==> src/rtl/byte_serial_adder_ctrl.sv <==
// Sequences a 32-bit add/subtract through a shared external 8-bit adder slice,
// one byte per cycle, least-significant byte first.
//
// state | meaning
// IDLE  | waiting for start; slice inputs held at zero
// RUN   | driving byte idx_q to the slice and capturing its result
// DONE  | one-cycle result-valid pulse
module byte_serial_adder_ctrl (
  input  logic        clk_i,
  input  logic        reset_i,
  input  logic        start_i,
  input  logic        sub_i,
  input  logic [31:0] op_a_i,
  input  logic [31:0] op_b_i,
  output logic [7:0]  add_a_o,
  output logic [7:0]  add_b_o,
  output logic        add_cin_o,
  input  logic [7:0]  add_sum_i,
  input  logic        add_cout_i,
  output logic        busy_o,
  output logic        done_o,
  output logic [31:0] sum_o,
  output logic        carry_out_o,
  output logic        overflow_o
);

  typedef enum logic [1:0] {
    IDLE = 2'd0,
    RUN  = 2'd1,
    DONE = 2'd2
  } state_t;

  state_t      state_q, state_d;
  logic [1:0]  idx_q, idx_d;
  logic [31:0] a_q, a_d;
  logic [31:0] b_q, b_d;
  logic        sub_q, sub_d;
  logic        carry_q, carry_d;
  logic [31:0] sum_q, sum_d;
  logic        cout_q, cout_d;
  logic        ovf_q, ovf_d;

  always_ff @(posedge clk_i) begin
    if (reset_i) begin
      state_q <= IDLE;
      idx_q   <= 2'd0;
      a_q     <= 32'd0;
      b_q     <= 32'd0;
      sub_q   <= 1'b0;
      carry_q <= 1'b0;
      sum_q   <= 32'd0;
      cout_q  <= 1'b0;
      ovf_q   <= 1'b0;
    end else begin
      state_q <= state_d;
      idx_q   <= idx_d;
      a_q     <= a_d;
      b_q     <= b_d;
      sub_q   <= sub_d;
      carry_q <= carry_d;
      sum_q   <= sum_d;
      cout_q  <= cout_d;
      ovf_q   <= ovf_d;
    end
  end

  always_comb begin
    state_d   = state_q;
    idx_d     = idx_q;
    a_d       = a_q;
    b_d       = b_q;
    sub_d     = sub_q;
    carry_d   = carry_q;
    sum_d     = sum_q;
    cout_d    = cout_q;
    ovf_d     = ovf_q;
    add_a_o   = 8'd0;
    add_b_o   = 8'd0;
    add_cin_o = 1'b0;

    case (state_q)
      IDLE: begin
        if (start_i) begin
          state_d = RUN;
          a_d     = op_a_i;
          // Subtract as A + ~B + 1; the +1 enters as the byte-0 carry-in.
          b_d     = sub_i ? ~op_b_i : op_b_i;
          sub_d   = sub_i;
          idx_d   = 2'd0;
        end
      end
      RUN: begin
        add_a_o   = a_q[{idx_q, 3'b000} +: 8];
        add_b_o   = b_q[{idx_q, 3'b000} +: 8];
        add_cin_o = (idx_q == 2'd0) ? sub_q : carry_q;
        sum_d[{idx_q, 3'b000} +: 8] = add_sum_i;
        carry_d   = add_cout_i;
        idx_d     = idx_q + 2'd1;
        if (idx_q == 2'd3) begin
          state_d = DONE;
          cout_d  = add_cout_i;
          ovf_d   = (a_q[31] == b_q[31]) && (add_sum_i[7] != a_q[31]);
        end
      end
      DONE: begin
        state_d = IDLE;
      end
      default: begin
        state_d = IDLE;
      end
    endcase
  end

  assign busy_o      = (state_q != IDLE);
  assign done_o      = (state_q == DONE);
  assign sum_o       = sum_q;
  assign carry_out_o = cout_q;
  assign overflow_o  = ovf_q;

endmodule

==> config.mk <==
export PLATFORM = sky130hd
export DESIGN_NAME = byte_serial_adder_ctrl
export DESIGN_NICKNAME = d
export VERILOG_FILES = /design/src/rtl/byte_serial_adder_ctrl.sv
export SDC_FILE = /design/constraint.sdc
export NUM_CORES = 1
export LEC_CHECK = 0
export ABC_AREA = 1
export CORE_MARGIN = 2
export CORE_UTILIZATION = 40
export CTS_CLUSTER_DIAMETER = 30
export CTS_CLUSTER_SIZE = 40
export DETAILED_ROUTE_END_ITERATION = 6
export GPL_TIMING_DRIVEN = 0
export PLACE_DENSITY = 0.68
export RECOVER_POWER = 25
export SLEW_MARGIN = 30
export SYNTH_ARGS = -nofsm -noshare
export SYNTH_HDL_FRONTEND = slang
export SYNTH_SLANG_ARGS = --single-unit
==> constraint.sdc <==
create_clock -name clk_i -period 2.1 [get_ports clk_i]
set_input_delay 0.42 -clock clk_i [delete_from_list [all_inputs] [get_ports clk_i]]
set_output_delay 0.42 -clock clk_i [all_outputs]
set_load 0.005 [all_outputs]
* Word level (Yosys, flattened, before mapping)
Index checks and enable logic that the tools add are counted.
** Word-level totals
- Register bits after elaboration :: 104
- Input port bits :: 77
- Output and inout port bits :: 53
- Logic and storage cells :: 43
** Operators by class
- Add/sub/neg operators :: 2
- Equality and inequality tests :: 7
- Shifts and indexed selects :: 4
- Muxes and demuxes :: 11
- Bitwise logic cells :: 1
- Reductions and logical operators :: 9
** Operators by type and width (count)
- $shiftx 32x6->8 :: 2
- $bwmux 32 :: 1
- $mux 32 :: 1
- $not 32->32 :: 1
- $shift 8x7->32 const A :: 1
- $shiftx 8x7->32 :: 1
- $mux 8 :: 2
- $pmux 2 s2 :: 2
- $reduce_and 2->1 :: 4
- $neg 5->7 :: 1
- $mux 2 :: 3
- $eq 2x2->1 const B :: 2
- $logic_not 2->1 :: 2
- $ne 2x2->1 const B :: 2
- $reduce_bool 2->1 :: 2
- $add 2x1->2 const B :: 1
- $eq 2x1->1 const B :: 1
- $mux 1 :: 2
- $eq 1x1->1 :: 1
- $logic_and 1x1->1 :: 1
- $ne 1x1->1 :: 1

* Longest topological paths before layout
Gate-level depths: netlist (run 1).
- Depth after elaboration :: 3
- Mapped depth :: 9
- Mapped depth without buffers :: 7

* Worst setup path before layout (run 1)
OpenSTA, ideal clock, no wires.
- Path type :: flip-flop to output port
- From :: reg idx_q[0]
- To :: out add_cin_o
- Data arrival time :: 1.430 ns
- Data required time :: 1.680 ns
- Path slack :: 0.250 ns
- Cell stages (with the launch flop) :: 8
- Path buffers :: 2
- Cell sequence :: dfxtp_1 -> inv_1 -> buf_2 -> clkbuf_1 -> ha_1 -> clkinv_1 -> nand2_1 -> a21oi_1
** On the way
- Cells in the longest elaborated chain, start to end :: 3
** RTL lines
- from (decl) :: line 34 : logic [1:0] idx_q, idx_d;
- from (signal assigned) :: line 56 : idx_q <= idx_d;
- $logic_not 2->1 :: line 95 : add_cin_o = (idx_q == 2'd0) ? sub_q : carry_q;
- $mux 1 :: line 95
- $mux 1 :: line 81 : case (state_q)
- to (decl) :: line 17 : output logic add_cin_o,
Every way passes these cells.

* Final worst setup path (run 1)
- From :: reg idx_q[0]
- To :: out add_a_o[0]
** On the way
- Cells in the longest elaborated chain, start to end :: 2
** RTL lines
- $shiftx 32x6->8 :: line 93 : add_a_o = a_q[{idx_q, 3'b000} +: 8];
- $mux 8 :: line 81
- to (decl) :: line 15 : output logic [7:0] add_a_o,
Every way passes these cells.

==> results of run 1 <==
## state kept, by name (all words and copies together), names as in the netlist
register     count
a_q             32
sub_q            1
state_q          2
carry_out_o      1
carry_q          1
overflow_o       1
idx_q            2
sum_o           32
b_q             32
## power groups by stage
| stage | Combinational, mW | Clock (mW) | Sequential [mW] |
|---|---|---|---|
| final | 0.938 | 1.56 | 2.17 |
| after global routing | 1.04 | 1.66 | 2.18 |
| after CTS | 0.921 | 1.59 | 2.16 |
| after detailed placement | 0.899 | 0 | 2.21 |
| after global placement | 0.884 | 0 | 2.20 |
| after floorplan | 0.525 | 0 | 2.19 |
## per-layer routing
metal	wire length, um	track usage, %	part of all wire [%]	vias up
li1	-	-	-	2497
met4	174	6.10	1.2	0
met2	6670	36.6	47	179
met3	915	4.04	6.5	16
met5	0	0	0	-
met1	6280	29.1	45	2256
## repair_timing
| action | CTS | global route |
|---|---|---|
| gates resized for setup | 54 | 46 |
| setup buffers | 0 | 5 |
| pin swaps | 8 | 12 |
| gates cloned | 0 | 0 |
| endpoints found under the setup margin | 49 | 22 |
## metrics by stage
step	setup TNS [ns]	cells	util [%]	setup slack (ns)	area [um^2]
final	-0.276	992	55.9	-0.145	6630
after global routing	-0.631	992	55.9	-0.197	6630
after CTS	-0.644	988	55.6	-0.228	6600
after detailed placement	-9.60	973	52.7	-0.674	6250
after global placement	-9.03	973	52.7	-0.688	6250
after floorplan	0	699	-	0.250	4800
## worst reg2reg max path, cell delays in order (launching register included)
cell                        delay, ns
sky130_fd_sc_hd__dfxtp_4         0.35
sky130_fd_sc_hd__inv_1           0.06
sky130_fd_sc_hd__buf_6           0.13
sky130_fd_sc_hd__clkbuf_16       0.16
sky130_fd_sc_hd__ha_1            0.34
sky130_fd_sc_hd__nand2_1         0.10
sky130_fd_sc_hd__nor2_1          0.37
sky130_fd_sc_hd__nand3_1         0.13
sky130_fd_sc_hd__a21oi_1         0.15
## worst max-delay path by stage
stage / depth (start not counted) / to / start / slack (ns)
after floorplan: 7 / add_cin_o / idx_q[0] / 0.25
after detailed placement: 8 / add_cin_o / idx_q[0] / -0.67
after global placement: 8 / add_cin_o / idx_q[0] / -0.69
after global routing: 6 / add_a_o[0] / idx_q[0] / -0.20
final: 6 / add_a_o[0] / idx_q[0] / -0.14
after CTS: 8 / add_cin_o / idx_q[0] / -0.23
## cell type report
| class | count | share of cell area (%) |
|---|---|---|
| Inverter | 19 | 1.17 |
| Tap cell | 147 | 2.77 |
| Sequential cell | 104 | 31.5 |
| Clock buffer | 12 | 3.87 |
| Clock inverter | 3 | 0.264 |
| Timing Repair Buffer | 132 | 19.0 |
| Multi-Input combinational cell | 532 | 36.9 |
| Buffer | 43 | 4.55 |
## cell usage in the layout (no fill, tap or decap), drive strengths merged, types with 2 or more instances in the layout
| cell | count |
|---|---|
| nor2 | 212 |
| nand2 | 144 |
| clkdlybuf4s50 | 111 |
| dfxtp | 104 |
| o21ai | 65 |
| a21oi | 54 |
| clkbuf | 36 |
| buf | 34 |
| xnor2 | 32 |
| inv | 18 |
| nand4 | 8 |
| nand3 | 8 |
| ha | 5 |
| dlygate4sd2 | 3 |
| clkinvlp | 2 |
| o211ai | 2 |
| clkinv | 2 |
| clkdlybuf4s15 | 2 |
## kinds of logic after synthesis
logic type | share of synthesized area [%]
AO/OA/AOI/OAI | 12.9
adder cells (fa/ha/maj) | 1.30
AND/OR/NAND/NOR | 30.4
buffers and inverters | 6.23
XOR/XNOR | 5.84
flip-flops | 43.4
==> impl_metrics.ini, run 1 <==
[power_and_ir_drop]
power.share.sequential_pct = 46.5
vdd.ir_drop.worst_mv = 0.424
static-leakage-power_nw = 2.66
net_switching_mw = 1.28
switching_share_pct = 27.4
p_int_mw = 3.38
total_power_mw = 4.66
p_per_area_nw_per_um2 = 703
comb_power_share_pct = 20.1
clock_power_share_pct = 33.4

[logic_synthesis]
synth_edf_count = 0
ys_top_cells_by_area = sky130_fd_sc_hd__dfxtp_1, sky130_fd_sc_hd__nor2_1, sky130_fd_sc_hd__nand2_1, sky130_fd_sc_hd__o21ai_0, sky130_fd_sc_hd__xnor2_1
ys_types = 23
synth-seq-cells = 104
synth_largest_area_cell = sky130_fd_sc_hd__dfxtp_1
synth_warnings = 0
share_of_the_synthesized_area_in_the_top_cell_type_pct = 43.4
synth_ff_type = sky130_fd_sc_hd__dfxtp_1
syn_area_um2 = 4800
yosys.cell_count.top_type = sky130_fd_sc_hd__nor2_1
synthesis.instances = 699
sequential_to_total_area_share_from_yosys_stat_pct = 43.4
ys_top_cells_by_count = sky130_fd_sc_hd__nor2_1, sky130_fd_sc_hd__nand2_1, sky130_fd_sc_hd__dfxtp_1, sky130_fd_sc_hd__o21ai_0, sky130_fd_sc_hd__a21oi_1
asyncSetResetFlopFracSynth_pct = 0
avgSynthCellArea_um2 = 6.86
syn-num-nets = 781

[final_layout]
drive_gt1_share_pct = 9.47
num-fill-cells = 1127
final_net_count = 923
regArea_um2 = 2090
areaGrowthSynthToFinish_pct = 38.2
multiInputGateArea_um2 = 2450
antenna_cells = 0

[placement]
detailedPlacementHpwl_um = 10500
io_buffer_count = 127
place.gp.congestion = 0.907

[global_route]
grt_start_max_net_pins = 16
first_global_vias = 4559
grt_use_total_pct = 21.9
antenna_found_initial = 0
wire_length_of_the_first_global_routing_pass_um = 22400
globalRouteOverflowTotal = 0

[worst_setup_path]
reg2reg_setup_slack_ns = 0.24
cp_cell_sequence = inv_1 -> buf_6 -> clkbuf_16 -> o21ai_0 -> a21oi_1 -> clkdlybuf4s50_1
critical_path.n_buffers_inverters = 4
length_in_cells_of_the_worst_reg_to_reg_path = 8
kind_of_cell_adding_the_most_delay_to_the_critical_path = buffers and inverters
critPathMaxStageDelay_ns = 0.52
worstSetupStartpointType = flip-flop
required_ns = 1.68
timing.setup.critical_path_class = flip-flop to output port
largest_fanout_on_the_critical_path = 12
worstReg2RegEnd = sum_o[23]
rr_startpoint = idx_q[0]
cp.arrival_ns = 1.82
crit_path_top_delay_cell = sky130_fd_sc_hd__clkdlybuf4s50_1
element_type_at_the_critical_path_end = output port

[timing]
rsz_0062_raised_after_global_routing = yes
max_freq_mhz = 445
setup_violations = 4
layout_min_cycle_time_ns = 2.24
worst_clock_skew_ns = 0.00535
timing.slew.headroom_pct = 66.9
worst_hold_slack_across_all_endpoints_ns = 0.465
timing_hold_violations_final = 0
final.period_utilization_pct = 107
finalWorstSetupSlack_ns = -0.145
timing_max_transition_violations_final = 0
worst_pin_slew_ns = 0.497

[clocking]
clk-insertion-delay-late_ns = 0.34
clk_path_buf_depth = 2
holdBufCountCts = 0
cts_num_sinks = 104
cts.htree.levels = 3
numCtsBuffers = 9
clk_root_buffer_cell = sky130_fd_sc_hd__clkbuf_16
clock_pin_slew_reported_for_the_worst_setup_and_hold_paths_after_clock_tree_synthesis_ns = 0.06
tritoncts = done

[drt]
drt-pass1-iter-count = 5
vias_per_cell = 4.99
detail_route.wl_per_cell_um = 14.1
vias = 4948
routed_wirelength_um = 14000
postRouteAntennaNets = 0
drc = 0
detail_route.iter0.violations = 353

[hold_path]
worst_hold_path.endpoint = sum_o[27]
worstHoldPathType = flip-flop to flip-flop
whs_path_depth = 2
hp-start = sum_o[27]

[floorplanning]
die_area_um2 = 12900
top_level_ports = 130
floorplan.initialDensity_pct = 40.5
rows = 40
core_area_um2 = 11900
die-width_um = 114
chipHeight_um = 114

[flow_run]
drv_cap = 0

[run_status]
failed_checks = negative setup slack
outcome = finished with violations
(Power assumes the default switching activity.)
==> run 2: changes to the inputs <==
--- a/config.mk
+++ b/config.mk
@@ -12,7 +12,7 @@
 export CTS_CLUSTER_SIZE = 40
 export DETAILED_ROUTE_END_ITERATION = 6
 export GPL_TIMING_DRIVEN = 0
-export PLACE_DENSITY = 0.68
+export PLACE_DENSITY_LB_ADDON = 0.3
 export RECOVER_POWER = 25
 export SLEW_MARGIN = 30
 export SYNTH_ARGS = -nofsm -noshare
==> constraint.sdc (replaced) <==
create_clock -name clk_i -period 2.8 [get_ports clk_i]
set_input_delay 0.56 -clock clk_i [delete_from_list [all_inputs] [get_ports clk_i]]
set_output_delay 0.56 -clock clk_i [all_outputs]
set_load 0.005 [all_outputs]
==> run 2 against run 1 <==
Effect of this change: the run now ends clean; clock power decreased by 19%; largest power group unchanged; final area fell by 1.6%; critical endpoint is now add_b_o[7]; cell count fell by 0.40%; flip-flop and latch count unchanged; largest cell class unchanged; critical path type unchanged.
==> impl_metrics.ini, run 2 (synthesized netlist as in run 1, its figures left out) <==
[run_status]
outcome = finished, final reports clean

[floorplanning]
top_level_ports = 130
die_area_um2 = 12900
chipHeight_um = 114
rows = 40
core_area_um2 = 11900
die-width_um = 114
floorplan.initialDensity_pct = 40.5

[drt]
vias = 4722
vias_per_cell = 4.78
drc = 0
drt-pass1-iter-count = 4
detail_route.wl_per_cell_um = 13.5
postRouteAntennaNets = 0
detail_route.iter0.violations = 293
routed_wirelength_um = 13300

[worst_setup_path]
critical_path.n_buffers_inverters = 3
largest_fanout_on_the_critical_path = 10
cp_cell_sequence = buf_2 -> clkbuf_4 -> o211ai_1 -> a21oi_1 -> clkdlybuf4s50_1
element_type_at_the_critical_path_end = output port
crit_path_top_delay_cell = sky130_fd_sc_hd__clkdlybuf4s50_1
critPathMaxStageDelay_ns = 0.55
timing.setup.critical_path_class = flip-flop to output port
cp.arrival_ns = 2.15
required_ns = 2.24
kind_of_cell_adding_the_most_delay_to_the_critical_path = buffers and inverters
worstSetupStartpointType = flip-flop

[flow_run]
drv_cap = 0

[clocking]
holdBufCountCts = 0
clk-insertion-delay-late_ns = 0.34
clk_path_buf_depth = 2
postCtsResizedCells = 7
cts_num_sinks = 104
clock_pin_slew_reported_for_the_worst_setup_and_hold_paths_after_clock_tree_synthesis_ns = 0.07
numCtsBuffers = 9
cts_setup_buffers = 0
tritoncts = done
cts.htree.levels = 3
clk_root_buffer_cell = sky130_fd_sc_hd__clkbuf_16

[placement]
io_buffer_count = 127
placedCellCount = 973
place.gp.congestion = 0.899
detailedPlacementHpwl_um = 10000

[power_and_ir_drop]
power.share.sequential_pct = 45.7
static-leakage-power_nw = 2.56
comb_power_share_pct = 18.5
clock_power_share_pct = 35.7
vdd.ir_drop.worst_mv = 0.301
p_per_area_nw_per_um2 = 545
switching_share_pct = 26.4
net_switching_mw = 0.939
p_int_mw = 2.61

[final_layout]
drive_gt1_share_pct = 4.99
antenna_cells = 0
num-fill-cells = 1163
layout.cells.most_common = sky130_fd_sc_hd__nor2_1
final_net_count = 919
layoutNonFillerInstCount = 988
final_cell_mix = sky130_fd_sc_hd__nor2_1, sky130_fd_sc_hd__nand2_1, sky130_fd_sc_hd__clkdlybuf4s50_1
areaGrowthSynthToFinish_pct = 36.0

[global_route]
most_congested_layer_reported_by_global_routing = met2
grt_start_max_net_pins = 16
globalRouteMet1Util_pct = 28.2
antenna_found_initial = 0
globalRouteMet3Util_pct = 3.40
grt.met2_usage_pct = 34.6
globalRouteOverflowTotal = 0
wire_length_of_the_first_global_routing_pass_um = 21300
grt_use_total_pct = 20.8
first_global_vias = 4359

[timing]
max_freq_mhz = 369
timing_max_transition_violations_final = 0
timing.slew.headroom_pct = 64.4
final.period_utilization_pct = 96.8
setup_violations = 0
totalNegativeSetupSlack_ns = 0
worst_clock_skew_ns = 0.00850
worst_pin_slew_ns = 0.534
layout_min_cycle_time_ns = 2.71
timing_hold_violations_final = 0

[hold_path]
worstHoldPathType = flip-flop to flip-flop
-- run 2: power groups by stage --
stage	Clock, mW	Combinational, mW	Sequential, mW
floorplan	0	0.394	1.64
global placement	0	0.657	1.66
detailed placement	0	0.661	1.66
CTS	1.28	0.667	1.63
global route	1.34	0.746	1.63
finish	1.27	0.659	1.63
-- run 2: worst register-to-register path, stage by stage, from the launching register on --
cell	delay (ns)
sky130_fd_sc_hd__dfxtp_1	0.32
sky130_fd_sc_hd__clkinv_1	0.14
sky130_fd_sc_hd__nand3_1	0.31
sky130_fd_sc_hd__inv_1	0.29
sky130_fd_sc_hd__clkbuf_1	0.42
sky130_fd_sc_hd__clkbuf_1	0.48
sky130_fd_sc_hd__nor2_1	0.08
sky130_fd_sc_hd__nor2_1	0.12
-- run 2: final cells by class --
class                           instances  area, um^2  area share [%]
Buffer                                 44         209            3.20
Clock buffer                           13         260            3.99
Clock inverter                          2        38.8           0.594
Inverter                               19        73.8            1.13
Multi-Input combinational cell        532        2400            36.8
Sequential cell                       104        2080            31.9
Tap cell                              147         184            2.82
Timing Repair Buffer                  127        1270            19.5
-- run 2: worst paths after layout --
check | startpoint | depth (start not counted) | slack [ns] | endpoint
worst max-delay path | idx_q[1] | 5 | 0.09 | add_b_o[7]
worst min-delay path | sum_o[19] | 2 | 0.46 | sum_o[19]
worst max register to register | state_q[1] | 7 | 0.59 | a_q[17]
worst min register to register | sum_o[19] | 2 | 0.46 | sum_o[19]
-- run 2: metal layers --
layer,vias up,share of wire [%]
li1,2484,-
met4,0,1.3
met5,-,0
met3,13,5.0
met2,138,47
met1,2087,47
-- run 2: metrics by stage --
stage	power (mW)	hold slack [ns]	setup slack [ns]	instance area, um^2	util [%]
final	3.55	0.464	0.0899	6530	55.0
after global routing	3.72	0.477	-0.00178	6530	55.0
after CTS	3.58	0.466	-0.0848	6560	55.3
after detailed placement	2.32	0.456	-0.125	6250	52.7
after global placement	2.31	0.452	-0.112	6250	52.7
after floorplan	2.04	0.449	0.810	4800	-
==> patch 1: new RTL, settings of run 1 <==
Put a register stage on the outputs `busy_o` and `done_o`. The values now appear one clock later. The other outputs are not delayed to match.
--- a/src/rtl/byte_serial_adder_ctrl.sv
+++ b/src/rtl/byte_serial_adder_ctrl.sv
@@ -111,8 +111,10 @@
     endcase
   end
 
-  assign busy_o      = (state_q != IDLE);
-  assign done_o      = (state_q == DONE);
+  always_ff @(posedge clk_i) begin
+    busy_o <= (state_q != IDLE);
+    done_o <= (state_q == DONE);
+  end
   assign sum_o       = sum_q;
   assign carry_out_o = cout_q;
   assign overflow_o  = ovf_q;
Formal check against the unedited RTL: not equivalent (Yosys sat finds a counterexample within 4 cycles, from zero or initial values and one cycle with reset_i high).
==> patch 1 against run 1 <==
Critical path depth rose by 2. Power rose by 5.3%. Sequential cell count rose by 2. Clock power rose by 12%. Global-route usage barely moved. Setup slack improved by 200 ps. Wire length rose by 0.19%. Synthesized area rose by 0.83%. Cell area rose by 1.3%. First-iteration DRC count fell by 36%. Register-to-register slack got worse by 30 ps. Critical endpoint is now add_cin_o. Highest routed layer unchanged.
==> patch 1: results (changes against run 1) <==
Status:
- The run finished with clean final reports.

Yosys:
- The sequential share of the synthesized area is 43.86% (+0.47 points).
- The total nets after synthesis is 783 (+0.26%).
- Ranked by instance count, the synthesized netlist is headed by sky130_fd_sc_hd__nor2_1, sky130_fd_sc_hd__nand2_1, sky130_fd_sc_hd__dfxtp_1.
- The fraction of registers with async set/reset is 0% (unchanged).
- The xor and xnor area share after synthesis came to 5.793% (-0.048 points).
- The gate count after technology mapping came to 701 (+0.29%).
- The number of warnings reported in the yosys synthesis log is 0 (unchanged).
- The fraction of the mapped netlist area in compound gates came to 12.77% (-0.11 points).
- The post-synthesis adder-cell area fraction is 1.293% (-0.011 points).
- The most instantiated flip-flop cell in the synthesis netlist is sky130_fd_sc_hd__dfxtp_1.
- Ranked by total cell area, the synthesized netlist is headed by sky130_fd_sc_hd__dfxtp_1, sky130_fd_sc_hd__nor2_1, sky130_fd_sc_hd__nand2_1, sky130_fd_sc_hd__o21ai_0, sky130_fd_sc_hd__xnor2_1.

Placement:
- The number of port buffers was 127 (unchanged).
- The weighted congestion at the end of routability-driven global placement came to 0.9363 (+3.2%).
- The total cell area at the placement stage is 0.006294 mm^2 (+0.64%).
- The detailed-placement wirelength estimate is 10560 um (+0.42%).
- The total placed cells including tap cells is 975 (+0.21%).

Critical path:
- The maximum fanout count along the critical path came to 12 (unchanged).
- The peak per-stage delay on the critical path is 400 ps (-120 ps).
- The worst flop-to-flop path startpoint is idx_q[0].
- The slowest stage of the critical path is the sky130_fd_sc_hd__dfxtp_4 cell.
- The critical path data arrival time is 1630 ps (-190 ps).
- The kind of cell with the highest combined delay along the critical path is buffers and inverters.
- The worst reg2reg path depth was 8 (unchanged).
- The reg2reg setup slack is 210 ps (-30 ps).

Clocking:
- The source-to-sink clock delay at the later pin of the worst-skew pair is between 300 and 400 ps.
- The number of H-tree branching levels came to 3 (unchanged).
- The CTS buffer count is 9 (unchanged).
- The clock slew at the register clock pins of the worst setup and hold paths is 80 ps (+20 ps).
- The root buffer cell is sky130_fd_sc_hd__clkbuf_16.

Timing:
- The transition at the pin with the smallest max-transition slack is 476.3 ps (-20.51 ps).
- The maximum clock skew at final layout was 10.00 ps (+4.651 ps).

Routing:
- The number of DRC markers after the initial detailed-route iteration was 225 (-36%).
- The detail-routed via count per cell is 4.932 (-1.1%).
- The detail-routed net length per standard cell is 14.15 um (about the same).

Global route:
- The first-pass GRT wire length was 22550 um (+0.53%).
- The via count of the first global-routing pass is 4670 (+2.4%).
- The total routing usage reported by global routing was 21.94% (+0.041 points).
- The maximum number of pins on one net before global-route repair was 19 (+3).

Final layout:
- The non-filler instance count after layout was 994 (+0.20%).
- The layout filler cell count is 1153 (+2.3%).
- The count of nets after finishing is 924 (+0.11%).
- The fraction of final layout cells sized beyond drive strength 1 is 9.091% (-0.38 points).

Worst hold path:
- The hold-critical path depth is 2 (unchanged).
- The class of the most critical hold timing path is primary input to register.
- The startpoint of the most critical hold path is reset_i.

Power and ir drop:
- The highest ir drop seen on vdd is 0.4232 mV (-0.13%).
- The static leakage is 2.694 nW (+1.4%).
[patch 1: cell types whose count changed after synthesis, sizes merged]
cell / before / now
dfxtp: 104 / 106
[patch 1: cells by family (layout without fill, tap and decap cells)]
kind of cell | after synthesis | count (layout)
compound gates | 122 | 122
xor+xnor | 32 | 32
fa+ha+maj | 5 | 5
buf+inv | 63 | 209
flops | 106 | 106
simple gates | 373 | 373
[patch 1: path summary, 6_finish.rpt]
kind / endpoint
hold / removal: idx_q[1]
setup reg to reg: sum_o[23]
hold reg to reg: sum_o[29]
setup / recovery: add_cin_o
[patch 1: stage by stage]
step                      worst slack (ps)  power, mW  util (%)  hold slack, ps
after floorplan                      250.5      2.757         -           448.9
after CTS                           -92.03      4.886     56.28           381.7
after detailed placement            -674.8      3.143     52.84           457.4
after global placement              -650.0      3.125     52.84           455.5
after global routing                -6.525      5.120     56.43           401.0
final                                50.83      4.907     56.43           384.7
[patch 1: cell type report]
cell class,count,area share (%)
inverters,19,1.191
multi-input cells,532,36.47
clock buffers,10,3.555
flip-flops and latches,106,31.65
clock inverters,6,1.080
well taps,147,2.736
repair buffers,130,18.54
plain buffers,44,4.784
[patch 1: power breakdown]
| part | leakage, nW | internal [mW] | switching, mW |
|---|---|---|---|
| sequential | 0.872 | 2.14 | 0.0742 |
| combinational | 1.67 | 0.437 | 0.506 |
| clock | 0.155 | 0.975 | 0.779 |
[patch 1: timing repair]
action	in CTS	in global routing
buffers inserted	0	3
endpoints found under the hold margin	0	0
pin swaps	8	8
gates resized for setup	62	32
endpoints found under the setup margin	49	19
hold buffers	0	0
[patch 1: layer usage]
metal | share of wire [%] | global-route usage (%)
met1 | 44 | 28.31
met2 | 49 | 37.90
met3 | 5.6 | 3.188
met4 | 1.0 | 6.911
met5 | 0 | 0
==> patch 2: new RTL, settings of run 1 <==
Without the edit above. The 3 states of `state_t` get a one-hot encoding in 3 bits.
--- a/src/rtl/byte_serial_adder_ctrl.sv
+++ b/src/rtl/byte_serial_adder_ctrl.sv
@@ -24,10 +24,10 @@
   output logic        overflow_o
 );
 
-  typedef enum logic [1:0] {
-    IDLE = 2'd0,
-    RUN  = 2'd1,
-    DONE = 2'd2
+  typedef enum logic [2:0] {
+    IDLE = 3'b001,
+    RUN  = 3'b010,
+    DONE = 3'b100
   } state_t;
 
   state_t      state_q, state_d;
Check against the original RTL: no difference found for any inputs over 10 cycles, from zero or initial values and one cycle with reset_i high; not proved beyond that.
==> patch 2 against run 1 <==
The flow still finishes with violations (negative setup slack). Setup slack better by 84 ps. Power is essentially flat. Highest routed layer unchanged. Die area up 2.1%. Non-clock buffer count rose by 13. Final cell count rose by 1.9%. Critical endpoint is now add_b_o[5]. Synthesized cell count grew 1.0%. Cell area increased by 5.2%. Sequential cell count is 1 higher. Wire length up 4.5%. Register-to-register slack got worse by 170 ps. Synthesized area increased by 2.2%.
==> patch 2: results (changes against run 1) <==
Worst hold path:
- The startpoint of the most critical hold path is sum_o[22].
- The capture endpoint of the worst hold path is sum_o[22].

Status:
- The run finished, with violations left.
- The final reports fail on negative setup slack.

Routing:
- The number of DRC markers after the initial detailed-route iteration is 381 (+7.9%).
- The total number of vias is 5099 (+3.1%).
- The routed length on met2 came to 7113 um (+6.7%).

Global route:
- The total routing usage reported by global routing is 22.67% (+0.76 points).
- The via count of the first global-routing pass is 4867 (+6.8%).
- The first-pass GRT wire length is 23490 um (+4.7%).
- The met3 capacity usage during global routing is 3.759% (-0.28 points).
- The fraction of met1 tracks used by global routing came to 28.53% (-0.59 points).

Yosys:
- Sorting the synthesized cells by how often they occur yields sky130_fd_sc_hd__nor2_1, sky130_fd_sc_hd__dfxtp_1, sky130_fd_sc_hd__o21ai_0.
- In the post-synthesis netlist, the biggest area contributors are sky130_fd_sc_hd__dfxtp_1, sky130_fd_sc_hd__nor2_1, sky130_fd_sc_hd__o21ai_0, sky130_fd_sc_hd__nand2_1, sky130_fd_sc_hd__xor2_1.
- The number of different library cells in the post-synthesis netlist is 27 (+17%).
- The top-area cell type share of the netlist area is 42.88% (-0.51 points).
- The sequential share of the synthesized area is 42.88% (-0.51 points).

Final layout:
- The fraction of final layout cells sized beyond drive strength 1 came to 12.85% (+3.4 points).
- The count of nets after finishing was 941 (+2.0%).

Power and ir drop:
- The switching power total is 1.264 mW (-1.2%).
- The highest ir drop seen on vdd came to 0.3520 mV (-17%).

Critical path:
- The critical path data arrival time is 1740 ps (-80 ps).
- In this run the critical register-to-register path is captured at sum_o[25].
- For this design, the slowest cell found on the critical path is sky130_fd_sc_hd__dfxtp_2.

Placement:
- The weighted congestion at the end of routability-driven global placement is 0.8677 (-4.4%).
- The placement-stage worst setup slack is -807.1 ps (-133.0 ps).

Timing:
- The smallest hold slack was 464.3 ps (-0.4630 ps).
- The maximum clock skew at final layout is 7.311 ps (+1.957 ps).
- The count of endpoints failing setup in the final report came to 3 (-1).
- The worst setup margin is -60.46 ps (+84.37 ps).
patch 2: power by group through the flow:
stage | logic, mW | registers (mW) | clock network (mW)
2_1_floorplan | 0.414 | 2.21 | 0
3_3_place_gp | 0.681 | 2.23 | 0
3_5_place_dp | 0.694 | 2.24 | 0
4_1_cts | 0.738 | 2.20 | 1.74
5_1_grt | 0.825 | 2.22 | 1.82
6_report | 0.734 | 2.20 | 1.73
patch 2: cells by family (layout without fill, tap and decap cells):
| family | Yosys count | count (layout) |
|---|---|---|
| compound gates | 152 | 152 |
| xor+xnor | 32 | 32 |
| fa+ha+maj | 5 | 5 |
| buf+inv | 72 | 230 |
| flops | 105 | 105 |
| simple gates | 340 | 340 |
patch 2: area by class of cell:
cell class / count / area, um^2
multi-input cells: 529 / 2589
clock buffers: 9 / 225.2
inverters: 26 / 106.4
well taps: 147 / 183.9
repair buffers: 145 / 1369
fillers: 1162 / 5037
plain buffers: 43 / 317.8
flip-flops and latches: 105 / 2105
clock inverters: 7 / 78.83
